<file path="config.mk">
export PLATFORM = sky130hd
export DESIGN_NAME = mdu_iter
export DESIGN_NICKNAME = d
export VERILOG_FILES = /design/src/rtl/mdu_iter.sv
export SDC_FILE = /design/constraint.sdc
export NUM_CORES = 1
export LEC_CHECK = 0
export CAP_MARGIN = 0
export CORE_UTILIZATION = 35
export CTS_CLUSTER_DIAMETER = 50
export DETAILED_ROUTE_END_ITERATION = 16
export MAX_ROUTING_LAYER = met4
export PLACE_DENSITY = 0.64
export SETUP_SLACK_MARGIN = 0.2
export SYNTH_ARGS = -nofsm -noshare
export SYNTH_HDL_FRONTEND = slang
export SYNTH_SLANG_ARGS = --single-unit
</file>
<file path="constraint.sdc">
create_clock -name clk -period 5.2 [get_ports clk]
set_input_delay 1.04 -clock clk [delete_from_list [all_inputs] [get_ports clk]]
set_output_delay 1.04 -clock clk [all_outputs]
set_load 0.02 [all_outputs]
</file>
<file path="src/rtl/mdu_iter.sv">
// Iterative multiply/divide unit: radix-2 shift-add multiply, restoring divide, valid/ready + flush.
// Optional MDU_FAST_MUL_EN: multiplies complete in one cycle through a full-width multiplier.
module mdu_iter #(
    parameter int DATA_WIDTH = 32,
    parameter int CNT_WIDTH  = $clog2(DATA_WIDTH) + 1
) (
    input  logic                  clk,
    input  logic                  rst,
    input  logic                  flush,
    input  logic                  in_valid,
    output logic                  in_ready,
    input  logic [2:0]            op,
    input  logic [DATA_WIDTH-1:0] oprand1,
    input  logic [DATA_WIDTH-1:0] oprand2,
    output logic                  out_valid,
    input  logic                  out_ready,
    output logic [DATA_WIDTH-1:0] result
);

    localparam int W = DATA_WIDTH;

    typedef enum logic [1:0] {
        IDLE,
        CALC,
        DONE
    } state_t;

    typedef enum logic [2:0] {
        OP_MUL,
        OP_MULH,
        OP_MULHU,
        OP_DIV,
        OP_DIVU,
        OP_MOD,
        OP_MODU,
        OP_RSVD
    } op_t;

    localparam logic [W-1:0] MIN_INT = {1'b1, {(W-1){1'b0}}};

    state_t           state_q, state_d;
    op_t              op_q, op_d;
    logic             neg_q, neg_d;
    logic             rem_neg_q, rem_neg_d;
    logic [CNT_WIDTH-1:0] cnt_q, cnt_d;
    logic [2*W-1:0]   acc_q, acc_d;
    logic [W-1:0]     b_q, b_d;
    logic [W-1:0]     result_q, result_d;
    logic             in_ready_q, in_ready_d;
    logic             out_valid_q, out_valid_d;

    op_t              op_in;
    logic             in_signed, s1, s2;
    logic [W-1:0]     abs1, abs2;
    logic             in_is_mul, in_is_div, in_is_mod;

    logic [W:0]       mul_sum;
    logic [2*W-1:0]   mul_next;
    logic [W:0]       div_trial;
    logic [2*W-1:0]   div_next;
    logic [2*W-1:0]   step;
    logic [2*W-1:0]   prod_s;
    logic [W-1:0]     quo_s, rem_s;
    logic [W-1:0]     final_res;
`ifdef MDU_FAST_MUL_EN
    logic [2*W-1:0]   fast_prod;
    logic [2*W-1:0]   fast_prod_s;
`endif

    always_comb begin
        op_in     = op_t'(op);
        in_signed = (op_in == OP_MUL) || (op_in == OP_MULH) ||
                    (op_in == OP_DIV) || (op_in == OP_MOD);
        s1        = in_signed & oprand1[W-1];
        s2        = in_signed & oprand2[W-1];
        abs1      = s1 ? -oprand1 : oprand1;
        abs2      = s2 ? -oprand2 : oprand2;
        in_is_mul = (op_in == OP_MUL) || (op_in == OP_MULH) || (op_in == OP_MULHU);
        in_is_div = (op_in == OP_DIV) || (op_in == OP_DIVU);
        in_is_mod = (op_in == OP_MOD) || (op_in == OP_MODU);
`ifdef MDU_FAST_MUL_EN
        fast_prod   = {{W{1'b0}}, abs1} * {{W{1'b0}}, abs2};
        fast_prod_s = (s1 ^ s2) ? -fast_prod : fast_prod;
`endif
    end

    // One iteration of each algorithm; acc_q holds {partial, multiplier} or {remainder, quotient}.
    always_comb begin
        mul_sum   = {1'b0, acc_q[2*W-1:W]} + ({1'b0, b_q} & {(W+1){acc_q[0]}});
        mul_next  = {mul_sum, acc_q[W-1:1]};
        div_trial = acc_q[2*W-1:W-1] - {1'b0, b_q};
        div_next  = div_trial[W] ? {acc_q[2*W-2:0], 1'b0}
                                 : {div_trial[W-1:0], acc_q[W-2:0], 1'b1};
        step      = (op_q == OP_MUL || op_q == OP_MULH || op_q == OP_MULHU) ? mul_next : div_next;
        prod_s    = neg_q ? -step : step;
        quo_s     = neg_q ? -step[W-1:0] : step[W-1:0];
        rem_s     = rem_neg_q ? -step[2*W-1:W] : step[2*W-1:W];
        case (op_q)
            OP_MUL:            final_res = prod_s[W-1:0];
            OP_MULH, OP_MULHU: final_res = prod_s[2*W-1:W];
            OP_DIV, OP_DIVU:   final_res = quo_s;
            OP_MOD, OP_MODU:   final_res = rem_s;
            default:           final_res = '0;
        endcase
    end

    always_comb begin
        state_d   = state_q;
        op_d      = op_q;
        neg_d     = neg_q;
        rem_neg_d = rem_neg_q;
        cnt_d     = cnt_q;
        acc_d     = acc_q;
        b_d       = b_q;
        result_d  = result_q;

        case (state_q)
            IDLE: begin
                if (in_valid && !flush) begin
                    op_d      = op_in;
                    neg_d     = s1 ^ s2;
                    rem_neg_d = s1;
                    b_d       = abs2;
                    acc_d     = {{W{1'b0}}, abs1};
                    if (in_is_mul) begin
`ifdef MDU_FAST_MUL_EN
                        result_d = (op_in == OP_MUL) ? fast_prod_s[W-1:0] : fast_prod_s[2*W-1:W];
                        state_d  = DONE;
`else
                        cnt_d   = CNT_WIDTH'(DATA_WIDTH);
                        state_d = CALC;
`endif
                    end else if (in_is_div || in_is_mod) begin
                        if (oprand2 == '0) begin
                            result_d = in_is_div ? '1 : oprand1;
                            state_d  = DONE;
                        end else if ((op_in == OP_DIV || op_in == OP_MOD) &&
                                     oprand1 == MIN_INT && oprand2 == '1) begin
                            result_d = (op_in == OP_DIV) ? MIN_INT : '0;
                            state_d  = DONE;
                        end else begin
                            cnt_d   = CNT_WIDTH'(DATA_WIDTH);
                            state_d = CALC;
                        end
                    end else begin
                        result_d = '0;
                        state_d  = DONE;
                    end
                end
            end
            CALC: begin
                acc_d = step;
                cnt_d = cnt_q - CNT_WIDTH'(1);
                if (cnt_q <= CNT_WIDTH'(1)) begin
                    result_d = final_res;
                    state_d  = DONE;
                end
            end
            DONE: begin
                if (out_ready) begin
                    state_d = IDLE;
                end
            end
            default: state_d = IDLE;
        endcase

        if (flush) begin
            state_d = IDLE;
        end

        in_ready_d  = (state_d == IDLE);
        out_valid_d = (state_d == DONE);
    end

    always_ff @(posedge clk) begin
        if (rst) begin
            state_q     <= IDLE;
            op_q        <= OP_MUL;
            neg_q       <= 1'b0;
            rem_neg_q   <= 1'b0;
            cnt_q       <= '0;
            acc_q       <= '0;
            b_q         <= '0;
            result_q    <= '0;
            in_ready_q  <= 1'b1;
            out_valid_q <= 1'b0;
        end else begin
            state_q     <= state_d;
            op_q        <= op_d;
            neg_q       <= neg_d;
            rem_neg_q   <= rem_neg_d;
            cnt_q       <= cnt_d;
            acc_q       <= acc_d;
            b_q         <= b_d;
            result_q    <= result_d;
            in_ready_q  <= in_ready_d;
            out_valid_q <= out_valid_d;
        end
    end

    assign in_ready  = in_ready_q;
    assign out_valid = out_valid_q;
    assign result    = result_q;

endmodule

</file>
==> Yosys cells after proc, flatten, opt, wreduce, memory -nomap -nowiden <==
Index checks and enable logic that the tools add are counted.
{ "totals": {"reg_bits": 143, "input_bits": 72} }
{ "op_classes": {"n_addsub": 8, "n_lt_le_gt_ge": 1, "n_eq_ne": 24, "mux": 34, "bitwise": 4, "n_reduce_logical": 27} }
{ "op_table": {"columns": ["cell", "count"], "rows": [
  ["2-to-1 mux 32 bit", 12],
  ["2-to-1 mux 64 bit", 4],
  ["negator 32 bit", 4],
  ["case mux 32 bit (4 select lines)", 1],
  ["case mux 64 bit (2 select lines)", 1],
  ["equality test 32 bit, second input constant", 2],
  ["negator 64 bit", 1],
  ["case mux 32 bit (2 select lines)", 1],
  ["adder 32 x 33 -> 33 bit", 1],
  ["AND 32 x 33 -> 33 bit", 1],
  ["subtractor 33 x 32 -> 33 bit", 1],
  ["zero test 32 bit", 1],
  ["2-to-1 mux 6 bit", 5],
  ["equality test 3 bit, second input constant", 6],
  ["2-to-1 mux 2 bit", 8],
  ["equality test 3 x 2 -> 1 bit, second input constant", 4],
  ["case mux 6 bit (2 select lines)", 1],
  ["logical OR 1 bit", 10],
  ["AND reduction 5 bit", 2],
  ["inequality test 3 bit, second input constant", 3],
  ["equality test 3 x 1 -> 1 bit, second input constant", 2],
  ["less-or-equal comparator 6 x 1 -> 1 bit, second input constant", 1],
  ["zero test 3 bit", 2],
  ["inequality test 2 bit, second input constant", 3],
  ["13 further kinds", 21]
]} }

==> Logic depth before layout (Yosys ltp) <==
Gate-level depths: netlist of the first run.
{ "depth": {"ltp_word": 12, "mapped_depth": 26, "mapped_depth_nobuf": 23} }

==> Worst setup path before layout of the first run <==
No wires, ideal clock.
{ "synth_timing": {"path_kind": "register to register", "from": "register acc_q[31]", "to": "register result_q[24], in the netlist result[24]", "setup_time_ns": 0.132, "arrival_time_ns": 4.989, "required_time_ns": 5.068, "slack_ns": 0.079, "path_stages_with_launch": 24, "synth_period_minus_slack_ns": 5.121, "path_cell_list": "dfxtp_1 > inv_1 > ha_1 > inv_1 > fa_1 > a211oi_1 > o211ai_2 > nand2_2 > a311o_1 > nand3_1 > buf_2 > nand3_1 > a21boi_0 > ha_1 > nand2_1 > or2_2 > nor2_1 > nand3_1 > or3_1 > or3_1 > o41ai_1 > xnor2_1 > a221oi_1 > nor3_1"} }
{ "synth_between": {"elab_chain_cells": 8} }
{ "synth_lines": {"columns": ["element", "line", "source"], "rows": [
  ["start, declared", "46", "logic [2*W-1:0] acc_q, acc_d;"],
  ["start signal, assigned", "182", "acc_q <= '0;"],
  ["start signal, assigned", "193", "acc_q <= acc_d;"],
  ["subtractor 33 x 32 -> 33 bit", "91", "div_trial = acc_q[2*W-1:W-1] - {1'b0, b_q};"],
  ["2-to-1 mux 64 bit", "92", "div_next = div_trial[W] ? {acc_q[2*W-2:0], 1'b0}"],
  ["2-to-1 mux 64 bit (*)", "94", "step = (op_q == OP_MUL || op_q == OP_MULH || op_q == OP_MULHU) ? mul_next : div_next;"],
  ["negator 64 bit (tied with other cells)", "95", "prod_s = neg_q ? -step : step;"],
  ["2-to-1 mux 64 bit (tied with other cells)", "95", null],
  ["case mux 32 bit (4 select lines) (*)", "98", "case (op_q)"],
  ["2-to-1 mux 32 bit (*)", "154", "if (cnt_q <= CNT_WIDTH'(1)) begin"],
  ["case mux 32 bit (2 select lines) (*)", "117", "case (state_q)"],
  ["end signal, assigned", "195", "result_q <= result_d;"],
  ["end, declared", "48", "logic [W-1:0] result_q, result_d;"]
]} }
Every way passes the cells marked *; elsewhere a longest branch is shown, timed or not. The select of a mux whose other input is x is not followed.
A chain may end at the register's enable or synchronous reset.

==> Worst setup path in the final report of the first run <==
{ "layout_timing": {"from": "register b_q[0]", "to": "register result_q[26], in the netlist result[26]"} }
{ "layout_between": {"elab_chain_cells": 8} }
{ "layout_lines": {"columns": ["element", "line", "source"], "rows": [
  ["start, declared", "47", "logic [W-1:0] b_q, b_d;"],
  ["start signal, assigned", "183", "b_q <= '0;"],
  ["start signal, assigned", "194", "b_q <= b_d;"],
  ["subtractor 33 x 32 -> 33 bit or AND 32 x 33 -> 33 bit (tied branches)", "91, 89", null],
  ["2-to-1 mux 64 bit or adder 32 x 33 -> 33 bit (tied branches)", "92, 89", null],
  ["2-to-1 mux 64 bit (*)", "94", null],
  ["negator 64 bit (tied with other cells)", "95", null],
  ["2-to-1 mux 64 bit (tied with other cells)", "95", null],
  ["case mux 32 bit (4 select lines) (*)", "98", null],
  ["2-to-1 mux 32 bit (*)", "154", null],
  ["case mux 32 bit (2 select lines) (*)", "117", null]
]} }
Marked as above.

==> out/metrics.yaml, run 1 <==
io_buffers: 105
drive_above_1_share_pct: 16.6
crit_fanout: 5
tns_ns: 0
cp_data_arrival_time_ns: 5.26
hold_path_class: "register to register"
area_delta_synth_final_pct: 27.6
r2r_cells: 18
first_global_vias: 16900
dieArea_mm2: 0.0447
initial_core_util_pct: 35.5
drt_first_pass_iters: 5
layout_commonest_cell: "nor2_1"
hold_path_end: "result[6]"
numCtsBuffers: 17
clkTransAtPathRegs_ns: 0.08
clockBufferDepth: 2
postPlaceCellArea_mm2: 0.0185
holdBufCountCts: 0
endpoint_kind: "register"
layout_common_cells: "251 x nor2_1, 247 x buf_4, 197 x nand2_1"
place_inst: 2987
hold_violations: 0
remaining_drc_errors: 0
htreeDepth: 4
max_clock_freq_ghz: 0.204
preCtsSetupSlack_ns: -0.123
synth_top_cell_area_share_pct: 18.7
wl_um: 69600
boundaryPins: 106
period_minus_slack_ns: 4.90
syn_inst: 2191
clkLatencyLatePin_ns: 0.46
finClkSkew_ns: 0.0130
crit_start: "b_q[0]"
whs_ns: 0.497
synth_cell_types: 91
ys_seq_elements: 143
yosys_warnings: 0
final_core_util_pct: 45.4
r2r_setup_slack_ns: 0.30
postLayoutCellArea_mm2: 0.0196
routed_via_density: 6.10
worstHoldStart: "result[6]"
wl_per_cell_um: 23.0
vias: 18500
synth_edf_count: 0
slew_violations: 0
worst_pin_slew_ns: 1.04
whs_path_depth: 2
rows: 76
relSlewSlack_pct: 30.5
fin_crit_sh_pct: 94.3
synth-seq-area-share_pct: 18.7
nets: 2577
rr_startpoint: "b_q[0]"
synth.avg_cell_area_um2: 7.00
chipWidth_um: 211
critPathKind: "register to register"
synthArstFlopShare_pct: 0
power_density_mw_per_mm2: 208
grt_usage_pct: 31.5
critPathLaunchType: "register"
p_leak_nw: 7.62
die_h_um: 211
grt-ovfl-total: 0
rsz0062_at_grt: "false"
ant_nets: 0
setup_slack_ns: 0.296
cts.sinks: 143
setup_viol: 0
power.total_mw: 4.08
syn-num-nets: 2336
place_congestion: 1.03
status: "complete, no violations"
grt_antenna_before_repair: 0
synth_flop_cell: "dfxtp_1"
synth_area_leaders: "dfxtp_1 19%, xnor2_1 6.3%, nor2_1 6.2%"
core_mm2: 0.0432
maxCapViolations: 0
reg2reg_to: "result[26]"
cts_tree: "done"
drt_iter0_drc: 2039
instances_no_fill: 3031
clockRootBuffer: "clkbuf_16"
critPathRequiredTime_ns: 5.55
grt_max_degree: 98
yosys.area.top_type: "dfxtp_1"
dpl.hpwl_um: 54600
synth_area_mm2: 0.0153
grt_pass1_wl_um: 104000
vdd_ir_drop_max_uv: 268
[registers in the layout (all words and copies together) (netlist names)]
register,flops
in_ready,1
state_q,2
out_valid,1
acc_q,64
rem_neg_q,1
cnt_q,6
b_q,32
result,32
neg_q,1
op_q,3
[per-layer routing]
metal	vias up	share of wire (%)	GRT usage [%]	wire (um)
met3	118	9.9	5.70	6900
li1	8588	-	-	-
met2	940	43	46.8	30100
met1	8852	44	42.8	30400
met4	0	3.1	10.3	2170
met5	-	0	-	0
[where the power goes]
group | switching, mW | internal, mW
clock network | 0.601 | 0.771
logic | 0.898 | 0.599
registers | 0.0642 | 1.15
[kinds of logic (layout without fill, tap and decap cells)]
family / count (synthesis) / after routing / synth area share, %
simple gates: 830 / 830 / 26.1
compound gates: 725 / 725 / 31.2
flops: 143 / 143 / 18.7
other cells: 0 / 1 / 0
buf+inv: 210 / 464 / 5.54
mux: 39 / 39 / 2.61
fa+ha+maj: 75 / 75 / 6.19
xor+xnor: 169 / 169 / 9.65
[critical path: stages, from the launching register on]
cell and delay (ns):
dfxtp_1 0.35, and2_1 0.15, ha_1 0.20, fa_1 0.48, a211oi_1 0.24, buf_4 0.19, o41ai_1 0.08, a21oi_1 0.25
o21ai_0 0.23, o22ai_1 0.25, mux2i_1 0.26, nand4b_1 0.22, or3_4 0.42, or4_4 0.56, buf_4 0.17, o31ai_4 0.22
xnor2_1 0.16, nor2_1 0.06, o31a_1 0.31
[worst max path at each step]
stage                 endpoint  slack [ns]  cells after the start
floorplan           result[20]        0.23                     26
finish              result[26]        0.30                     18
global route        result[26]        0.15                     18
detailed placement  result[24]       -0.12                     14
CTS                 result[18]        0.18                     25
global placement    result[24]        0.02                     14
[cell usage after synthesis, types with 10 or more instances]
library cell,n
clkbuf_1,96
a311oi_1,25
dfxtp_1,143
ha_1,71
mux2i_1,34
o21ai_0,170
nand2b_1,20
nor4_1,22
xnor2_1,110
nor2_1,254
nand2_1,198
buf_2,25
a221oi_1,25
nand4_1,29
a21o_1,27
a21oi_1,160
nor3_1,56
o31ai_1,33
o211ai_1,30
o21a_1,16
nand3_1,69
nor2b_1,15
a222oi_1,11
xor2_1,59
a31oi_1,26
and2_1,50
or4_1,16
a21boi_0,12
o22ai_1,14
inv_1,73
or2_2,14
buf_1,10
or3_1,36
a211oi_1,49
a22oi_1,31
[layout make-up]
| class | instances | area, um^2 |
|---|---|---|
| inverter | 73 | 274 |
| clock buffer | 17 | 425 |
| clock inverter | 15 | 194 |
| antenna | 1 | 2.50 |
| timing repair buffer | 359 | 3020 |
| sequential | 143 | 2870 |
| multi-input combinational | 1838 | 12100 |
| fill | 4450 | 23600 |
| tap | 585 | 732 |
[what timing repair did]
item,4_1_cts,5_1_grt
endpoints found under the setup margin,16,25
resized for setup,15,87
pin swaps,2,28
setup buffers,1,10
Power figures use the tool's default switching activity.
==> run 2: changes to the inputs <==
- ABC_AREA: not set -> 1
- CTS_BUF_LIST: not set -> sky130_fd_sc_hd__clkbuf_8
==> run 2 against run 1 <==
  * Critical path depth up 17
  * Combinational power up 3%
  * Highest routed layer unchanged
  * Sequential cell count unchanged
  * Final area down 2.1%
  * Largest cell class unchanged
  * Core utilization down 5.4 points
  * Die area up 12%
  * Non-clock buffer count down 222
  * Worst setup slack better by 0.33 ns
  * Largest power group unchanged
  * Register-to-register slack better by 0.33 ns
  * Via count up 11%
  * Total power down 8.2%
==> out/metrics.yaml, run 2 <==
status: "complete, no violations"
boundaryPins: 106
endpoint_kind: "register"
hold_violations: 0
dpl.hpwl_um: 56400
synthArstFlopShare_pct: 0
place_congestion: 1.02
rr_startpoint: "b_q[0]"
vias: 20500
cp_data_arrival_time_ns: 5.04
finClkSkew_ns: 0.0260
chipWidth_um: 224
largest_register_ffs: 64
r2r_setup_slack_ns: 0.63
critPathMostFrequentCell: "nand2_4"
syn-num-nets: 3243
nets: 3292
multiInputGateArea_mm2: 0.0123
fin_crit_sh_pct: 87.9
yosys-top-cells-count: "985 x nand2_1, 399 x inv_1, 283 x nor2_1"
first_global_vias: 18500
vdd_ir_drop_max_uv: 179
grt_antenna_before_repair: 4
critPathLaunchType: "register"
routed_via_density: 5.43
holdBufCountCts: 0
numCtsBuffers: 17
htreeDepth: 4
rsz0062_at_grt: "false"
ant_nets: 0
slew_violations: 0
dieArea_mm2: 0.0500
worstHoldStart: "acc_q[14]"
yosys.area.top_type: "nand2_1"
reg2reg_to: "result[30]"
hold_path_class: "register to register"
rows: 80
whs_ns: 0.492
synth_edf_count: 0
p_leak_nw: 9.47
drt_first_pass_iters: 8
grt_pass1_wl_um: 109000
grt_usage_pct: 29.1
setup_viol: 0
nFillCells: 5427
synth_area_mm2: 0.0172
tns_ns: 0
synth.avg_cell_area_um2: 5.55
synth_top_cell_area_share_pct: 21.5
die_h_um: 224
io_buffers: 105
maxCapViolations: 0
worst_pin_slew_ns: 1.23
relSlewSlack_pct: 17.7
drt_iter0_drc: 2336
cts.sinks: 143
synth_flop_cell: "dfxtp_1"
crit_fanout: 27
period_minus_slack_ns: 4.57
r2r_cells: 35
synth-seq-area-share_pct: 16.7
max_clock_freq_ghz: 0.219
seq_area_mm2: 0.00287
power_density_mw_per_mm2: 195
wl_um: 70900
layout_commonest_cell: "nand2_1"
remaining_drc_errors: 0
initial_core_util_pct: 35.8
critPathKind: "register to register"
synth_cell_types: 57
critPathRequiredTime_ns: 5.67
drive_above_1_share_pct: 6.74
layout_common_cells: "985 x nand2_1, 398 x inv_1, 280 x nor2_1"
yosys_warnings: 0
cpPeakStageDelay_ns: 0.45
critPathSlowestCell: "dfxtp_2"
clkLatencyLatePin_ns: 0.54
clkTransAtPathRegs_ns: 0.10
cts_tree: "done"
clockRootBuffer: "clkbuf_8"
whs_path_depth: 2
core_mm2: 0.0480
largest_register: "acc_q"
wl_per_cell_um: 18.8
synth_area_leaders: "nand2_1 22%, dfxtp_1 17%, inv_1 8.7%"
hold_path_end: "acc_q[14]"
clockBufferDepth: 2
grt_max_degree: 81
ys_seq_elements: 143
grt-ovfl-total: 0
synth.most_common_cell: "nand2_1"
syn_inst: 3098
area_delta_synth_final_pct: 11.6
==> run 2: worst max-delay path by stage <==
stage	start	end	cells after the start	slack, ns
after CTS	b_q[0]	result[30]	35	0.53
final	b_q[0]	result[30]	35	0.63
after global routing	acc_q[31]	result[22]	34	0.21
after floorplan	acc_q[31]	result[30]	36	1.49
after detailed placement	b_q[0]	result[30]	35	0.59
after global placement	b_q[0]	result[30]	35	0.75
==> run 2: worst max-delay path: cells and delay by family (launching register included) <==
family                   cells  cell delay (ns)
AO/OA/AOI/OAI                1             0.14
adder cells (fa/ha/maj)      3             0.79
AND/OR/NAND/NOR             28             2.90
buffers and inverters        3             0.21
flip-flops                   1             0.45
==> run 2: power breakdown <==
group	switching [mW]	total [mW]	internal, mW
clock network	0.554	0.999	0.445
logic	1.07	1.54	0.475
registers	0.0565	1.21	1.15
total	1.68	3.75	2.07
==> run 2: what timing repair did <==
| item | 4_1_cts | 5_1_grt |
|---|---|---|
| buffers inserted | 0 | 1 |
| resized for setup | 0 | 4 |
| endpoints found under the setup margin | 0 | 8 |
==> run 2: cells by family after synthesis <==
family / after synthesis / synth area share (%)
xor gates and xnor gates: 71 / 3.62
adders and majority gates: 73 / 5.40
AOI/OAI and AO/OA: 527 / 17.1
buffers and inverters: 514 / 11.9
DFF: 143 / 16.7
and+or+nand+nor: 1770 / 45.4
==> run 2: through the flow <==
| stage | setup slack, ns | area [um^2] | utilization, % | power [mW] | cells |
|---|---|---|---|---|---|
| global placement | 0.752 | 18800 | 39.0 | 2.72 | 3742 |
| detailed placement | 0.585 | 18800 | 39.0 | 2.72 | 3742 |
| floorplan | 1.49 | 17200 | - | 2.22 | 3098 |
| CTS | 0.534 | 19200 | 39.9 | 3.71 | 3774 |
| finish | 0.627 | 19200 | 39.9 | 3.75 | 3777 |
| global route | 0.207 | 19200 | 39.9 | 3.94 | 3777 |
==> run 2: cell type report <==
cell class	count	area share (%)
Clock inverter	14	0.822
Clock buffer	18	1.29
Inverter	407	7.96
Antenna cell	2	0.0261
Sequential cell	143	14.9
Timing Repair Buffer	137	6.77
Multi-Input combinational cell	2441	64.2
Tap cell	615	4.01
==> run 2: routing by layer <==
layer / global-route usage (%) / vias up / part of all wire (%)
met1: 39.9 / 9283 / 45
li1: - / 10100 / -
met4: 10.1 / 0 / 3.0
met5: - / - / 0
met2: 42.3 / 961 / 42
met3: 5.56 / 116 / 9.9
==> run 3: changes to the inputs <==
- CTS_CLUSTER_SIZE: not set -> 40
- RECOVER_POWER: not set -> 50
==> run 3 against run 2 <==
  * The run now ends with max-capacitance violations, max-slew violations left
  * Sequential share of layout area about the same
  * First-iteration DRC count down 1.8%
  * Final area about the same
  * Total power down 0.27%
  * Fmax shrank 0.23%
  * Cell count stayed put
  * Non-clock buffer count is the same
  * Register-to-register slack about the same
  * Clock-buffer cell count unchanged
  * Largest cell class unchanged
==> out/metrics.yaml, run 3 (synthesized netlist as in run 2, its figures left out) <==
remaining_drc_errors: 0
area_delta_synth_final_pct: 11.5
final_core_util_pct: 39.9
die_h_um: 224
nets: 3292
cpPeakStageDelay_ns: 0.45
wl_per_cell_um: 18.8
endpoint_kind: "register"
clockBufferDepth: 2
initial_core_util_pct: 35.8
vias: 20600
tns_ns: 0
hold_path_class: "register to register"
routed_via_density: 5.46
grt_antenna_before_repair: 4
critPathMostFrequentCell: "nand2_4"
cts_tree: "done"
max_clock_freq_ghz: 0.218
p_leak_nw: 9.56
critPathLaunchType: "register"
nFillCells: 5433
seq_area_mm2: 0.00287
place_congestion: 1.02
hold_violations: 0
grt_pass1_wl_um: 109000
numCtsBuffers: 17
largest_register_ffs: 64
setup_slack_ns: 0.617
finClkSkew_ns: 0.0253
instances_no_fill: 3777
power_density_mw_per_mm2: 195
drt_iter0_drc: 2294
power.total_mw: 3.74
critPathSlowestCell: "dfxtp_2"
core_mm2: 0.0480
violations: "max-capacitance violations, max-slew violations"
clkLatencyLatePin_ns: 0.53
boundaryPins: 106
grt_max_degree: 81
dieArea_mm2: 0.0500
rows: 80
drive_above_1_share_pct: 6.58
dpl.hpwl_um: 56400
crit_fanout: 27
chipWidth_um: 224
clockRootBuffer: "clkbuf_8"
vdd_ir_drop_max_uv: 176
holdBufCountCts: 0
multiInputGateArea_mm2: 0.0123
layout_commonest_cell: "nand2_1"
maxCapViolations: 3
setup_viol: 0
layout_common_cells: "985 x nand2_1, 399 x inv_1, 281 x nor2_1"
rsz0062_at_grt: "false"
preCtsSetupSlack_ns: 0.585
period_minus_slack_ns: 4.58
io_buffers: 105
grt-ovfl-total: 0
cts.sinks: 143
place_inst: 3742
ant_nets: 0
fin_crit_sh_pct: 88.1
clkTransAtPathRegs_ns: 0.10
htreeDepth: 4
slew_violations: 144
first_global_vias: 18500
cp_data_arrival_time_ns: 5.04
largest_register: "acc_q"
critPathRequiredTime_ns: 5.66
drt_first_pass_iters: 7
critPathKind: "register to register"
worst_pin_slew_ns: 2.23
relSlewSlack_pct: -48.6
status: "finished with violations"
grt_usage_pct: 29.1
wl_um: 71000
## run 3: changes by cell type in the layout (fill, tap and decap cells not counted), moves of 3 or more
cell	delta
clkdlybuf4s50_1	-35
clkbuf_1	+3
dlygate4sd3_1	+35
buf_4	-3
## run 3: metrics by stage
| step | hold slack, ns | area (um^2) |
|---|---|---|
| floorplan | 0.454 | 17200 |
| global placement | 0.476 | 18800 |
| detailed placement | 0.477 | 18800 |
| CTS | 0.493 | 19200 |
| global route | 0.508 | 19200 |
| finish | 0.496 | 19200 |
## run 3: routing by layer
metal | GRT usage [%] | part of all wire, % | vias up
met3 | 5.56 | 10 | 126
met5 | - | 0 | -
met2 | 42.3 | 42 | 1014
met4 | 10.1 | 3.1 | 0
li1 | - | - | 10100
met1 | 39.9 | 45 | 9347
## run 3: worst max-delay path, delay by kind of cell, from the launching register on
family	cells	cell delay (ns)
compound gates	1	0.14
buf+inv	3	0.21
simple gates	28	2.89
fa+ha+maj	3	0.79
flops	1	0.45
## run 3: path summary, 6_finish.rpt
kind         startpoint         end  slack (ns)  depth (start not counted)
max              b_q[0]  result[30]        0.62                         35
min           acc_q[22]   acc_q[22]        0.50                          2
max reg2reg      b_q[0]  result[30]        0.62                         35
min reg2reg   acc_q[22]   acc_q[22]        0.50                          2
## run 3: cell type report
cell class              instances  share of cell area, %
clock buffers                  18                   1.29
flip-flops and latches        143                   14.9
diodes                          2                 0.0261
repair buffers                137                   6.72
well taps                     615                   4.01
inverters                     407                   7.97
clock inverters                14                  0.823
multi-input cells            2441                   64.2
## run 3: what timing repair did
action	in CTS	in global routing
endpoints found under the setup margin	0	8
buffers inserted	0	1
hold endpoints to repair	0	0
gates resized for setup	0	4
## run 3: where the power goes
part           switching (mW)  total [mW]  internal [mW]  leakage [nW]
Combinational            1.07        1.54          0.469          8.21
Clock                   0.548       0.993          0.445         0.190
Sequential             0.0557        1.21           1.15          1.17
